### src/rtl/pc_pkg.sv
// pc_pkg: shared FSM encoding and default constants for the program-counter generator
package pc_pkg;
  typedef enum logic [1:0] {
    BOOT = 2'd0,
    RUN  = 2'd1,
    HALT = 2'd2
  } state_e;
  localparam logic [31:0] DEFAULT_RESET_VECTOR = 32'h0000_0000;
  localparam int INSTR_GRANULE = 4;
endpackage

### src/rtl/pc_ras.sv
// pc_ras: circular return-address stack; a push when full overwrites the oldest entry
module pc_ras #(
  parameter int XLEN  = 32,
  parameter int DEPTH = 4
) (
  input  logic            clk,
  input  logic            reset,
  input  logic            push,
  input  logic            pop,
  input  logic [XLEN-1:0] push_data,
  output logic [XLEN-1:0] top,
  output logic            valid
);
  localparam int PW = (DEPTH > 1) ? $clog2(DEPTH) : 1;
  localparam int CW = $clog2(DEPTH + 1);
  logic [XLEN-1:0] mem_q [DEPTH];
  logic [XLEN-1:0] mem_d [DEPTH];
  logic [PW-1:0]   ptr_q, ptr_d, top_idx, nxt_idx;
  logic [CW-1:0]   cnt_q, cnt_d;
  logic            do_pop;
  assign top_idx = (ptr_q == '0) ? PW'(DEPTH - 1) : ptr_q - 1'b1;
  assign nxt_idx = (ptr_q == PW'(DEPTH - 1)) ? '0 : ptr_q + 1'b1;
  assign do_pop  = pop && (cnt_q != '0);
  assign valid   = cnt_q != '0;
  assign top     = valid ? mem_q[top_idx] : '0;
  // push+pop rewrites the top in place; a lone push advances ptr and saturates the count
  always_comb begin
    mem_d = mem_q;
    ptr_d = ptr_q;
    cnt_d = cnt_q;
    if (push && do_pop) begin
      mem_d[top_idx] = push_data;
    end else if (push) begin
      mem_d[ptr_q] = push_data;
      ptr_d        = nxt_idx;
      cnt_d        = (cnt_q == CW'(DEPTH)) ? cnt_q : cnt_q + 1'b1;
    end else if (do_pop) begin
      ptr_d = top_idx;
      cnt_d = cnt_q - 1'b1;
    end
  end
  // stack state registers
  always_ff @(posedge clk or posedge reset) begin
    if (reset) begin
      mem_q <= '{default: '0};
      ptr_q <= '0;
      cnt_q <= '0;
    end else begin
      mem_q <= mem_d;
      ptr_q <= ptr_d;
      cnt_q <= cnt_d;
    end
  end
endmodule

### src/rtl/pc_gen.sv
// pc_gen: fetch PC generator with stall, redirect, trap, halt and optional return-address stack (PC_GEN_RAS_EN)
module pc_gen
  import pc_pkg::*;
#(
  parameter int               XLEN         = 32,
  parameter logic [XLEN-1:0]  RESET_VECTOR = XLEN'(DEFAULT_RESET_VECTOR),
  parameter int               INSTR_BYTES  = INSTR_GRANULE,
  parameter int               RAS_DEPTH    = 4
) (
  input  logic            clk,
  input  logic            reset,
  input  logic            fetch_ready,
  input  logic            redirect_valid,
  input  logic [XLEN-1:0] redirect_target,
  input  logic            trap_valid,
  input  logic [XLEN-1:0] trap_vector,
  input  logic            halt_req,
  input  logic            resume_req,
  input  logic            call_valid,
  input  logic            ret_valid,
  output logic [XLEN-1:0] pc_out,
  output logic            pc_valid,
  output logic            misalign_err,
  output logic [XLEN-1:0] bad_addr,
  output logic [XLEN-1:0] ras_top,
  output logic            ras_valid,
  output logic            halted
);
  localparam logic [XLEN-1:0] ALIGN_MASK = XLEN'(INSTR_BYTES - 1);
  localparam logic [XLEN-1:0] STEP       = XLEN'(INSTR_BYTES);
  state_e          state_q, state_d;
  logic [XLEN-1:0] pc_q, pc_d, bad_q, bad_d, pc_inc;
  logic            mis_q, mis_d, active, run, aligned;
  assign active       = state_q != BOOT;
  assign run          = state_q == RUN;
  assign aligned      = (redirect_target & ALIGN_MASK) == '0;
  assign pc_inc       = pc_q + STEP;
  assign pc_out       = pc_q;
  assign pc_valid     = run;
  assign halted       = state_q == HALT;
  assign misalign_err = mis_q;
  assign bad_addr     = bad_q;
  // next PC by priority: trap, redirect (misaligned diverts to trap vector), then increment unless stalled or halting
  always_comb begin
    mis_d   = active && redirect_valid && !trap_valid && !aligned;
    bad_d   = mis_d ? redirect_target : bad_q;
    pc_d    = !active                          ? pc_q :
              trap_valid                       ? trap_vector :
              redirect_valid                   ? (aligned ? redirect_target : trap_vector) :
              (run && fetch_ready && !halt_req) ? pc_inc : pc_q;
    state_d = (state_q == BOOT) ? RUN :
              run               ? (halt_req ? HALT : RUN) :
              halted            ? ((trap_valid || resume_req) ? RUN : HALT) : BOOT;
  end
  // control and address registers
  always_ff @(posedge clk or posedge reset) begin
    if (reset) begin
      state_q <= BOOT;
      pc_q    <= RESET_VECTOR;
      bad_q   <= '0;
      mis_q   <= 1'b0;
    end else begin
      state_q <= state_d;
      pc_q    <= pc_d;
      bad_q   <= bad_d;
      mis_q   <= mis_d;
    end
  end
`ifdef PC_GEN_RAS_EN
  pc_ras #(
    .XLEN (XLEN),
    .DEPTH(RAS_DEPTH)
  ) u_ras (
    .clk      (clk),
    .reset    (reset),
    .push     (run && call_valid),
    .pop      (run && ret_valid),
    .push_data(pc_inc),
    .top      (ras_top),
    .valid    (ras_valid)
  );
`else
  logic unused_ras;
  assign unused_ras = call_valid ^ ret_valid ^ (RAS_DEPTH > 0);
  assign ras_top    = '0;
  assign ras_valid  = 1'b0;
`endif
endmodule

### config.mk
export PLATFORM = sky130hd
export DESIGN_NAME = pc_gen
export DESIGN_NICKNAME = d
export VERILOG_FILES = /design/src/rtl/pc_pkg.sv /design/src/rtl/pc_ras.sv /design/src/rtl/pc_gen.sv
export SDC_FILE = /design/constraint.sdc
export NUM_CORES = 1
export LEC_CHECK = 0
export CORE_UTILIZATION = 35
export CTS_BUF_LIST = sky130_fd_sc_hd__clkbuf_16
export DETAILED_ROUTE_END_ITERATION = 16
export GPL_TIMING_DRIVEN = 0
export PLACE_DENSITY_LB_ADDON = 0.12
export SYNTH_ARGS = -nofsm -noshare
export SYNTH_HDL_FRONTEND = slang
export SYNTH_HIERARCHICAL = 1
export SYNTH_SLANG_ARGS = --single-unit
### constraint.sdc
create_clock -name clk -period 1.95 [get_ports clk]
set_clock_uncertainty 0.05 [all_clocks]
set_input_delay 0.2925 -clock clk [delete_from_list [all_inputs] [get_ports clk]]
set_output_delay 0.2925 -clock clk [all_outputs]
set_load 0.01 [all_outputs]
# Word level (Yosys, flattened, before mapping)
# Index checks and enable logic that the tools add are counted.
# classes
n_reduce_logical,14
muxes,9
n_addsub,1
n_eq_ne,2
# ops
cell,count
$mux 32,4
$add 32x3->32 const B,1
$logic_not 32->1,1
$mux 2,5
$logic_and 1x1->1,5
$logic_not 1->1,3
$reduce_bool 3->1,1
$eq 2x1->1 const B,1
$eq 2x2->1 const B,1
$logic_not 2->1,1
$reduce_and 2->1,1
$reduce_bool 2->1,1
$logic_or 1x1->1,1
# totals
in_bits,73
out_inout_bits,100
register_bits,67

# Depth between registers and ports, before layout
# Gate-level depths: netlist (run 1).
# logic_depth
depth_word,6
mapped_depth,8

# Worst setup path after synthesis (run 1)
# OpenSTA, ideal clock, no wires.
# synth_path
path_type,register -> register
from,reg pc_q[4] (netlist: pc_out[4])
to,reg pc_q[31] (netlist: pc_out[31])
required_time_ns,1.834
slack_ns,-0.103
path_stages_with_launch,7
t_arrival_ns,1.937
cell_sequence,dfrtp_1 nand4_2 or3_1 clkbuf_2 or3_4 o41ai_2 a22o_1
# synth_via
elab_chain_cells,4
# synth_lines
element,line,rtl
start: declaration,pc_gen.sv:32,"logic [XLEN-1:0] pc_q, pc_d, bad_q, bad_d, pc_inc;"
start signal: assignment,pc_gen.sv:64,pc_q <= pc_d;
$add 32x3->32,pc_gen.sv:37,assign pc_inc = pc_q + STEP;
$mux 32,pc_gen.sv:50,(run && fetch_ready && !halt_req) ? pc_inc : pc_q;
$mux 32,pc_gen.sv:49,redirect_valid ? (aligned ? redirect_target : trap_vector) :
$mux 32,pc_gen.sv:48,trap_valid ? trap_vector :
# No other way between the ends. The select of a mux whose other input is x is not followed.
# A chain may end at the register's enable or synchronous reset.

# Worst setup path after layout (run 1)
# layout_path
from,in redirect_valid
to,reg bad_q[16] (netlist: bad_addr[16])
# layout_via
elab_chain_cells,3
# layout_lines
element,line,rtl
start: declaration,pc_gen.sv:13,"input logic redirect_valid,"
$logic_and 1x1->1 (3 in a row),pc_gen.sv:45,mis_d = active && redirect_valid && !trap_valid && !aligned;
end signal: assignment,pc_gen.sv:60,bad_q <= '0;
end signal: assignment,pc_gen.sv:65,bad_q <= bad_d;
end: declaration,pc_gen.sv:32,
# No other way between the ends.

==> impl_results.md, run 1 <==
- Buf+Inv Stages, Crit Path: 4
- Met3 GRT Util: 5.14%
- DRT iter0 DRCs: 458
- Cells after Synth: 482
- Mapped cell area: 0.00432 sq mm
- CP max-delay cell: clkinv_1
- Setup_tns: 0 ns
- Main synth FF type: dfrtp_1
- Met1 Use GR: 33.7%
- Crit path kind: in -> reg
- Pwr Density: 1130 mW/mm^2
- EDFF count, synth: 0
- Post-route DRC: 0
- NumNets Final: 766
- Status: complete, no violations
- Port Buf Inserts: 136
- Num CTS Buffers: 9
- Routed via count: 4,776
- Relative slew slack: 45.8%
- Antenna Nets Post-Route: 0
- Ys Warns: 6
- Drt pass-1 iters: 6
- CTS Sinks: 67
- Yosys reg bits: 67
- Largest net degree at the start of global routing: 35
- Worst path arrival time: 2.12 ns
- H-tree depth: 3
- Maxcap violations: 0
- PnR worst setup slack: 0.00205 ns
- Root Buffer: clkbuf_16
- Total Wirelength: 16,600 um
- Die area: 0.0128 sq mm
- Startpoint Class: input port
- Final Hold Fails: 0
- CTS max path bufs: 2
- GR Overflow Total: 0
- Initial Util: 36.0%
- DIE HEIGHT: 113 um
- Fillers: 1,108
- Crit-path max FO: 10
- CTS tree: yes
- Synth unique cells: 61
- Vias/cell: 5.66
- First-pass GRT wire length: 25,000 um
- Pin slew with the least headroom to its limit: 0.811 ns
- Setup Viol. Count Final: 0
- Met2 GRT Util: 41.1%
- Worst setup EP type: register
- Fin crit share: 99.9%
- Fmax: 513 MHz
- HP Class: in -> reg
- Core Footprint: 0.0120 sq mm
- Reg area: 0.00170 sq mm
- Max VDD drop: 0.560 mV
- Clock slew at reported path FFs: 0.06 ns
- Delay-heaviest family, CP: buffers and inverters
- Antenna violations before repair: 0
- Ant. Diodes: 0
- Reg2Reg Depth: 5
- Hold_buf cts: 0
- Hold Path Cell Cnt: 2
- Ports: 173
- Final HPWL DP: 11,500 um
- Worst-skew pair later-pin latency: 0.34 ns
- Post-synth ARST share: 100%
- Static Leak: 2.83 nW
- Final Max Slew Viols: 0
- Multi-input gate area: 0.00252 sq mm
- CP Cell Sequence: clkbuf_1 > clkinv_1 > nor4_4 > buf_4 > buf_2 > mux2_2
- Worst EP required: 2.12 ns
- Place WS: -0.972 ns
- Sequential area share after synthesis: 38.8%
- Layout cells sized above 1: 27.4%
- Worst path depth: 6
- RSZ-0062 raised after global routing: yes
- Chip width: 113 um
- Synthesized area per cell: 8.96 sq um
- Number of global-route vias before repair: 4,534
- Row count: 40
- Synth-to-Final Area Change: 56.8%
- Core Util, Final: 56.4%
- Gr busiest metal: met2
- Drt wl/cell: 19.7 um
- Min cycle time layout: 1.95 ns
- Crit-path max cell delay: 0.44 ns
- Final Wtd Congestion: 0.921
- Total Routing Usage GR: 25.9%
## cells in the mapped netlist (all sizes together) (3+ instances only)
master / instances / area, sq um
a31oi: 4 / 25.0
o21a: 3 / 22.5
o31a: 3 / 26.3
buf: 40 / 282
a211oi: 3 / 22.5
o221ai: 3 / 26.3
a22o: 10 / 87.6
nand2: 39 / 146
inv: 12 / 45.0
mux2: 40 / 450
a221oi: 4 / 35.0
o31ai: 11 / 82.6
a21oi: 23 / 115
mux2i: 3 / 30.0
or2: 4 / 25.0
o41ai: 4 / 42.6
a22oi: 13 / 97.6
nor3b: 5 / 37.5
or3: 3 / 23.8
nand4: 13 / 87.6
nand3: 15 / 80.1
clkbuf: 26 / 100
nor3: 13 / 65.1
a222oi: 3 / 30.0
o21ai: 34 / 170
dfrtp: 67 / 1680
nor2: 44 / 165
nor4: 6 / 43.8
## stage by stage
stage               cell area [sq um]  cells  hold WS (ns)  total power, mW
floorplan                        4460    514         0.379             3.93
global placement                 6010    797         0.416             5.65
detailed placement               6030    798         0.433             5.72
CTS                              6580    831         0.424             7.47
finish                           6770    844         0.313             7.67
global route                     6770    844         0.327             8.06
## path summary, 6_finish.rpt
| kind | start | endpoint | slack [ns] |
|---|---|---|---|
| max in group asynchronous | reset | pc_out[20] | 0.80 |
| min in group asynchronous | reset | pc_out[9] | 0.39 |
| setup / recovery | redirect_valid | bad_addr[16] | 0.002 |
| hold / removal | redirect_target[0] | bad_addr[0] | 0.31 |
| setup reg to reg | pc_out[2] | pc_out[27] | 0.01 |
| hold reg to reg | pc_out[0] | pc_out[0] | 0.44 |
## sequential cells by signal, summed over array words and instances (netlist names)
name          count
misalign_err      1
pc_out           32
state_q           2
bad_addr         32
## power by group
group	internal, mW	switching, mW	total, mW
sequential	1.97	0.560	2.53
combinational	2.02	1.66	3.68
clock	0.831	0.623	1.45
total	4.82	2.84	7.67
## kinds of logic after synthesis
logic type	share of synthesized area [%]
and+or+nand+nor	17.1
AOI/OAI and AO/OA	22.7
adders and majority gates	0.290
muxes	11.1
buffers and inverters	9.96
DFF	38.8
other	0.0868
## cell usage in the layout (no fill, tap or decap), drive strengths merged, types with 15 or more instances in the layout
master	Yosys	layout
nand2	39	39
o21ai	34	34
nor2	44	44
dfrtp	67	67
a21oi	23	23
nand3	15	15
mux2	40	40
clkbuf	26	26
buf	40	80
conb	1	33
clkdlybuf4s50	0	134
## metal layers
metal | wire (um) | share of wire [%]
met2 | 7500 | 45
met5 | 0 | 0
met4 | 598 | 3.6
met3 | 1720 | 10
met1 | 6800 | 41
## layout make-up
class | instances | area share (%)
clock inverter | 7 | 0.406
multi-input combinational | 368 | 37.2
timing repair buffer | 172 | 24.3
buffer | 61 | 6.19
inverter | 13 | 0.831
clock buffer | 9 | 3.32
tap | 147 | 2.72
sequential | 67 | 25.0
## what timing repair did
action,CTS,global route
gates cloned,0,0
gates resized for setup,51,40
pin swaps,11,11
setup buffers,21,14
endpoints found under the setup margin,68,41
hold endpoints to repair,0,0
Note: power is estimated with default switching activity, not from simulation.
==> run 2: changes to the inputs <==
--- a/config.mk
+++ b/config.mk
@@ -5,7 +5,7 @@
 export SDC_FILE = /design/constraint.sdc
 export NUM_CORES = 1
 export LEC_CHECK = 0
-export CORE_UTILIZATION = 35
+export CORE_UTILIZATION = 40
 export CTS_BUF_LIST = sky130_fd_sc_hd__clkbuf_16
 export DETAILED_ROUTE_END_ITERATION = 16
 export GPL_TIMING_DRIVEN = 0
==> impl_results.md, run 2 (synthesis results as in run 1) <==
- Crit path launch: trap_valid
- Largest net degree at the start of global routing: 37
- Setup_tns: -0.0682 ns
- Cell Int Power: 5.22 mW
- PnR worst setup slack: -0.0440 ns
- Antenna violations before repair: 0
- GR Overflow Total: 0
- Fin cells: 852
- Total power: 8.18 mW
- Status: finished with violations
- Layout cells sized above 1: 31.1%
- First-pass GRT wire length: 25,500 um
- Chip width: 106 um
- Die area: 0.0112 sq mm
- Total Routing Usage GR: 29.5%
- Total Wirelength: 16,900 um
- Max VDD drop: 0.652 mV
- Root Buffer: clkbuf_16
- Pin slew with the least headroom to its limit: 0.881 ns
- Crit path kind: in -> reg
- HP Class: in -> async
- H-tree depth: 3
- Startpoint Class: input port
- Num CTS Buffers: 9
- Drt wl/cell: 19.8 um
- DRT iter0 DRCs: 522
- Delay-heaviest family, CP: buffers and inverters
- CP Cell Sequence: clkdlybuf4s50_1 > clkbuf_4 > buf_1 > a221oi_1 > a221o_1
- Row count: 37
- DIE HEIGHT: 106 um
- Hold slack final: 0.427 ns
- Crit-path max FO: 10
- Final HPWL DP: 11,200 um
- Final Wtd Congestion: 0.928
- Most common cell after layout, fill and taps aside: clkdlybuf4s50_1
- Core Footprint: 0.0104 sq mm
- CP max-delay cell: buf_1
- Initial Util: 41.5%
- Core Util, Final: 66.5%
- CTS max path bufs: 2
- Pwr Density: 1180 mW/mm^2
- Final Max Slew Viols: 0
- Sw Ratio: 36.1%
- Most frequent cells in the layout: clkdlybuf4s50_1, buf_4, dfrtp_1
- Buf+Inv Stages, Crit Path: 3
- Fmax: 502 MHz
- Final Hold Fails: 0
- Vias/cell: 5.79
- Antenna Nets Post-Route: 0
- Routed via count: 4,936
- Fillers: 865
- Relative slew slack: 41.1%
- Crit-path max cell delay: 0.64 ns
- Reg2reg setup slack: -0.01 ns
- Static Leak: 2.87 nW
- CTS tree: yes
- Clock slew at reported path FFs: 0.06 ns
- Hold_buf cts: 0
- Number of global-route vias before repair: 4,731
- Power share of the clock group: 20.2%
- Final Cell Area: 0.00692 sq mm
- Worst EP required: 2.12 ns
- Drt pass-1 iters: 5
- Sw Pwr: 2.96 mW
- Place WS: -1.01 ns
- Seq pwr share: 31.1%
- Cell Area, Placed: 0.00602 sq mm
- Ports: 173
- R2R Path End: pc_out[27]
- Fin crit share: 102%
- Maxcap violations: 0
- Comb power frac: 48.7%
- Worst-skew pair later-pin latency: 0.33 ns
- Worst flop-to-flop path startpoint: pc_out[15]
- NumNets Final: 785
- Post-route DRC: 0
- Failing checks: setup timing
- Setup Viol. Count Final: 3
- CTS Sinks: 67
- Worst path arrival time: 2.16 ns
- Worst setup EP type: register
- Reg2Reg Depth: 5
- Port Buf Inserts: 136
- RSZ-0062 raised after global routing: yes
- Placed Cells: 787
- Synth-to-Final Area Change: 60.3%
- Ant. Diodes: 0
- Min cycle time layout: 1.99 ns
==> run 2: changes by cell type in the layout (fill, tap and decap cells not counted), sizes merged <==
| cell | before | now |
|---|---|---|
| inv | 12 | 11 |
| dlymetal6s2s | 1 | 0 |
| clkinvlp | 2 | 4 |
| clkinv | 6 | 4 |
| clkbuf | 26 | 28 |
| dlygate4sd2 | 1 | 2 |
| bufinv | 0 | 1 |
| buf | 80 | 97 |
==> run 2: routing by layer <==
layer	global-route usage, %	wire, um	vias to the layer above
li1	-	-	2190
met1	39.4	6810	2311
met2	45.7	7620	393
met3	6.81	1960	42
met4	12.5	486	0
met5	0	0	-
==> run 2: worst reg2reg max path: stages, from the launching register on <==
cell,delay (ns)
dfrtp_2,0.39
nand4_1,0.16
or3_4,0.46
or3_4,0.37
o41ai_2,0.29
a22o_1,0.18
==> run 2: worst max-delay path by stage <==
| stage | end | slack (ns) | cells after the start |
|---|---|---|---|
| 2_1_floorplan | pc_out[31] | -0.08 | 7 |
| 3_3_place_gp | pc_out[9] | -0.97 | 6 |
| 3_5_place_dp | pc_out[2] | -1.01 | 6 |
| 4_1_cts | pc_out[31] | -0.07 | 7 |
| 5_1_grt | pc_out[24] | -0.08 | 7 |
| 6_report | pc_out[22] | -0.04 | 5 |
==> run 2: area by class of cell <==
| type | count | area [sq um] | share of cell area [%] |
|---|---|---|---|
| tap | 136 | 170 | 2.46 |
| multi-input combinational | 368 | 2480 | 35.9 |
| clock buffer | 9 | 225 | 3.25 |
| buffer | 59 | 398 | 5.75 |
| clock inverter | 7 | 68.8 | 0.994 |
| inverter | 13 | 56.3 | 0.813 |
| sequential | 67 | 1710 | 24.6 |
| timing repair buffer | 193 | 1820 | 26.2 |
==> run 2: timing repair <==
| action | CTS | global route |
|---|---|---|
| endpoints found under the setup margin | 66 | 39 |
| buffers inserted | 18 | 38 |
| hold endpoints to repair | 0 | 0 |
| gates resized for setup | 52 | 38 |
| gates cloned | 0 | 0 |
| pin swaps | 9 | 11 |
==> run 2: power by group through the flow <==
| stage | sequential, mW | combinational [mW] | clock (mW) |
|---|---|---|---|
| finish | 2.54 | 3.98 | 1.65 |
| global route | 2.61 | 4.21 | 1.71 |
| CTS | 2.58 | 3.39 | 1.66 |
| detailed placement | 2.58 | 3.14 | 0 |
| global placement | 2.55 | 3.09 | 0 |
| floorplan | 2.70 | 1.23 | 0 |
==> run 3: changes to the inputs <==
--- a/config.mk
+++ b/config.mk
@@ -5,6 +5,7 @@
 export SDC_FILE = /design/constraint.sdc
 export NUM_CORES = 1
 export LEC_CHECK = 0
+export CAP_MARGIN = 5
 export CORE_UTILIZATION = 40
 export CTS_BUF_LIST = sky130_fd_sc_hd__clkbuf_16
 export DETAILED_ROUTE_END_ITERATION = 16
==> results of run 3 <==
No change in the layout: final DEF, timing and power equal those of run 2.
